File: src/rtl/overlay_message_ctrl.sv
// Overlay message sequencer: picks which full-screen message is shown, drives its
// blink phase, freezes game logic while a message is up and pulses restart/next-level.
module overlay_message_ctrl #(
    parameter int LEVEL_FRAMES    = 120,
    parameter int BLINK_FRAMES    = 16,
    parameter int OVER_MIN_FRAMES = 60
) (
    input  logic       clk,
    input  logic       resetN,
    input  logic       startOfFrame,
    input  logic       gameOverReq,
    input  logic       levelDoneReq,
    input  logic       pauseKey,
    input  logic       continueKey,
    output logic [1:0] message,
    output logic       messageVisible,
    output logic       freezeGame,
    output logic       nextLevel,
    output logic       restartGame
);

    // Encoding matches the message select, so the state register is the message output.
    typedef enum logic [1:0] {
        PLAY  = 2'b00,
        LEVEL = 2'b01,
        OVER  = 2'b10,
        PAUSE = 2'b11
    } state_t;

    localparam logic [9:0] LEVEL_LAST = 10'(LEVEL_FRAMES - 1);
    localparam logic [9:0] BLINK_LAST = 10'(BLINK_FRAMES - 1);
    localparam logic [9:0] OVER_MIN   = 10'(OVER_MIN_FRAMES);

    state_t     state, state_next;
    logic [9:0] frame_cnt, frame_next;
    logic [9:0] blink_cnt, blink_next;
    logic       visible_next;
    logic       pause_q, cont_q;
    logic       pause_edge, cont_edge, changed;

    assign pause_edge = pauseKey & ~pause_q;
    assign cont_edge  = continueKey & ~cont_q;
    assign message    = state;

    always_comb begin
        state_next = state;
        case (state)
            PLAY: begin
                if (gameOverReq)       state_next = OVER;
                else if (levelDoneReq) state_next = LEVEL;
                else if (pause_edge)   state_next = PAUSE;
            end
            LEVEL: begin
                if (gameOverReq)                                   state_next = OVER;
                else if (startOfFrame && frame_cnt == LEVEL_LAST) state_next = PLAY;
            end
            PAUSE: begin
                if (pause_edge) state_next = PLAY;
            end
            OVER: begin
                if (cont_edge && frame_cnt == OVER_MIN) state_next = PLAY;
            end
            default: state_next = PLAY;
        endcase
    end

    always_comb begin
        changed      = (state_next != state);
        frame_next   = frame_cnt;
        blink_next   = blink_cnt;
        visible_next = messageVisible;
        if (changed) begin
            frame_next = '0;
            blink_next = '0;
        end else if (startOfFrame) begin
            if (state == OVER && frame_cnt >= OVER_MIN) frame_next = OVER_MIN;
            else                                        frame_next = frame_cnt + 10'd1;
            if (blink_cnt == BLINK_LAST) begin
                blink_next   = '0;
                visible_next = ~messageVisible;
            end else begin
                blink_next = blink_cnt + 10'd1;
            end
        end
        // Blinking only applies to PAUSE/OVER; other states force a fixed phase.
        case (state_next)
            PLAY:    visible_next = 1'b0;
            LEVEL:   visible_next = 1'b1;
            default: if (changed) visible_next = 1'b1;
        endcase
    end

    always_ff @(posedge clk or negedge resetN) begin
        if (!resetN) begin
            state          <= PLAY;
            frame_cnt      <= '0;
            blink_cnt      <= '0;
            messageVisible <= 1'b0;
            freezeGame     <= 1'b0;
            nextLevel      <= 1'b0;
            restartGame    <= 1'b0;
            pause_q        <= 1'b1;
            cont_q         <= 1'b1;
        end else begin
            state          <= state_next;
            frame_cnt      <= frame_next;
            blink_cnt      <= blink_next;
            messageVisible <= visible_next;
            freezeGame     <= (state_next != PLAY);
            nextLevel      <= (state == LEVEL) && (state_next == PLAY);
            restartGame    <= (state == OVER) && (state_next == PLAY);
            pause_q        <= pauseKey;
            cont_q         <= continueKey;
        end
    end

endmodule

File: config.mk
export PLATFORM = sky130hd
export DESIGN_NAME = overlay_message_ctrl
export DESIGN_NICKNAME = d
export VERILOG_FILES = /design/src/rtl/overlay_message_ctrl.sv
export SDC_FILE = /design/constraint.sdc
export NUM_CORES = 1
export LEC_CHECK = 0
export CAP_MARGIN = 25
export CORE_UTILIZATION = 45
export CTS_CLUSTER_DIAMETER = 150
export DETAILED_ROUTE_END_ITERATION = 16
export SYNTH_ARGS = -nofsm -noshare
export SYNTH_HDL_FRONTEND = slang
export SYNTH_SLANG_ARGS = --single-unit
File: constraint.sdc
create_clock -name clk -period 4.51 [get_ports clk]
set_clock_uncertainty 0.15 [all_clocks]
set_input_delay 0.902 -clock clk [delete_from_list [all_inputs] [get_ports clk]]
set_output_delay 0.902 -clock clk [all_outputs]
set_load 0.005 [all_outputs]
==> out/metrics.cfg <==
[final_layout]
fillers = 323
utilization_pct = 53.0
drive_gt1_share_pct = 8.77
area_growth_pct = 12.8
finalNetCount = 182
stdcell_area_mm2 = 0.00177
diodes = 0

[critical_path]
endpoint_kind = flop
crit_required_ns = 4.58
crit_type = in2reg
cp_max_fo = 20
start_kind = primary input
crit_arrival_ns = 2.66

[yosys]
ys_ff_latch = 28
syn_area_per_cell_um2 = 9.80
synth_top_area_share_pct = 41.5
yosysSeqAreaShare_pct = 44.9
syn_inst = 160
synth_edf_count = 0
async_reset_ff_share_pct = 100
synth_area_mm2 = 0.00157
yosysMostFrequentCell = dfrtp_1
synth_common_cells = dfrtp_1, nor3_1, nand2_1
syn-num-nets = 170
synthFlopType = dfrtp_1
yosys_warnings = 0
yosysUniqueCellTypes = 43
yosysTopAreaCell = dfrtp_1
yosys-top-cells-area = dfrtp_1, nor3_1, dfstp_2

[placed_design]
io_buffer_count = 12
gp_congestion = 0.825
placed_area_mm2 = 0.00173
dp_hpwl_um = 2370
pre_cts_ws_ns = 1.54

[clocking]
cts_hold_buf = 0
cts_setup_buffers = 0
clk_latency_ns = 0.33
cts.sinks = 28
cts_max_path_buffers = 2
cts_tree = built
ctsResizeCount = 0
numCtsBuffers = 3
htree_num_levels = 1
clk_pin_slew_ns = 0.15
clockRootBuffer = clkbuf_4

[die]
dieArea_mm2 = 0.00372
start_util_pct = 47.0
die_x_um = 61.0
core_mm2 = 0.00334
io_pins = 13
rows = 21
die_h_um = 61.0

[pwr]
internal-power_mw = 0.466
max-vdd-ir-drop_mv = 0.229
p_sw_share_pct = 37.7
switchingPower_mw = 0.282
p_comb_share_pct = 37.0
p_seq_share_pct = 46.3
powerDensity_mw_per_mm2 = 423
p_leak_nw = 0.706
pwr-share-clk_pct = 16.7

[route]
totalWireLength_um = 3270
drtIter0Drc = 63
antenna_left = 0
via_per_inst = 5.92
vias = 1285
drc = 0
routedWlPerCell_um = 15.1
dr.pass1.iters = 4

[min_path]
hp-class = reg2reg

[timing]
final.setup.tns_ns = 0
setup_viol = 0
timing.hold.ws_ns = 0.442
worstMarginPinSlew_ns = 0.641
rsz0062_at_grt = no
period_needed_ns = 2.59
min_period_over_period_pct = 57.4
final_max_slew_viol_count = 0
timing.fmax_mhz = 386
finalHoldViolations = 0
setup_slack_ns = 1.92
slew_headroom_pct = 56.9

[grt]
grt_pass1_vias = 1275
grtUsageTotal_pct = 20.8
grt-ovfl-total = 0
grt_max_degree = 29
grt_pass1_wl_um = 5750
antenna_found_initial = 0

[flow_run]
max-cap-violations = 0

[outcome]
outcome = finished clean

[placed cells by master, fill, tap and decap left out, types with 2 or more instances in the layout]
cell type / Yosys / routed
nor2b_1: 5 / 5
nor2_1: 5 / 5
xnor2_1: 6 / 6
dfrtp_1: 26 / 26
nand2_1: 11 / 11
dfstp_2: 2 / 2
nand4_1: 8 / 8
nor3_1: 13 / 13
xor2_1: 6 / 6
buf_4: 2 / 3
a31oi_1: 2 / 2
o21ai_0: 4 / 4
o22ai_1: 2 / 2
nand2b_1: 2 / 2
ha_1: 3 / 3
or4_1: 2 / 2
inv_1: 5 / 5
a21oi_1: 6 / 6
a211oi_1: 6 / 6
nand3_1: 6 / 6
and4_1: 3 / 3
nand3b_1: 3 / 3
nor4_1: 4 / 4
clkbuf_4: 0 / 3
clkdlybuf4s50_1: 0 / 12
and3_1: 5 / 5
[power groups by stage]
stage / combinational, mW / sequential, mW / clock, mW
2_1_floorplan: 0.207 / 0.330 / 0
3_3_place_gp: 0.272 / 0.349 / 0
3_5_place_dp: 0.280 / 0.352 / 0
4_1_cts: 0.281 / 0.347 / 0.129
5_1_grt: 0.311 / 0.357 / 0.139
6_report: 0.277 / 0.346 / 0.125
[logic make-up (layout without fill, tap and decap cells)]
family                   Yosys count  in the layout  synth area share, %
flip-flops                        28             28                 44.9
adder cells (fa/ha/maj)            3              3                 2.39
AO/OA/AOI/OAI                     31             31                 14.2
buffers and inverters             13             24                 3.83
XOR/XNOR                          12             12                 6.70
AND/OR/NAND/NOR                   73             73                 28.0
[through the flow]
stage / instances / power, mW
2_1_floorplan: 160 / 0.537
3_3_place_gp: 213 / 0.622
3_5_place_dp: 213 / 0.632
4_1_cts: 217 / 0.756
5_1_grt: 217 / 0.807
6_report: 217 / 0.748
[sequential cells by signal (all words and copies together), names as in the netlist]
name            count
frame_cnt          10
restartGame         1
nextLevel           1
blink_cnt          10
freezeGame          1
message             2
pause_q             1
messageVisible      1
cont_q              1
[worst max-delay path, stage by stage]
cell             delay (ns)
clkdlybuf4s50_1        0.45
buf_4                  0.20
nand4_1                0.19
nor3_2                 0.27
o221a_2                0.51
nor4_1                 0.12
[path summary, 6_finish.rpt]
kind | startpoint | to | slack (ns) | depth (start not counted)
min in group asynchronous | resetN | frame_cnt[9]$_DFFE_PN0P_ | 0.77 | 2
worst max register to register | frame_cnt[3]$_DFFE_PN0P_ | frame_cnt[6]$_DFFE_PN0P_ | 2.36 | 4
max in group asynchronous | resetN | cont_q$_DFF_PN1_ | 3.14 | 2
worst max-delay path | startOfFrame | frame_cnt[6]$_DFFE_PN0P_ | 1.92 | 6
worst min-delay path | blink_cnt[8]$_DFFE_PN0P_ | blink_cnt[8]$_DFFE_PN0P_ | 0.44 | 2
worst min register to register | blink_cnt[8]$_DFFE_PN0P_ | blink_cnt[8]$_DFFE_PN0P_ | 0.44 | 2
[layer usage]
layer / vias to the layer above / routed length [um] / share of wire, % / track usage [%]
met4: 0 / 31 / 0.95 / 5.84
li1: 627 / - / - / -
met5: - / 0 / 0 / 0
met3: 4 / 69 / 2.1 / 2.52
met1: 640 / 1540 / 47 / 27.7
met2: 14 / 1630 / 50 / 35.6
[cell type report]
cell class	instances	area [um^2]	area share (%)
Sequential cell	28	703	39.7
Clock buffer	4	36.3	2.05
Inverter	5	18.8	1.06
Multi-Input combinational cell	119	811	45.8
Timing Repair Buffer	15	143	8.06
Tap cell	46	57.6	3.25
No activity file was read; power rests on OpenSTA's default activity.
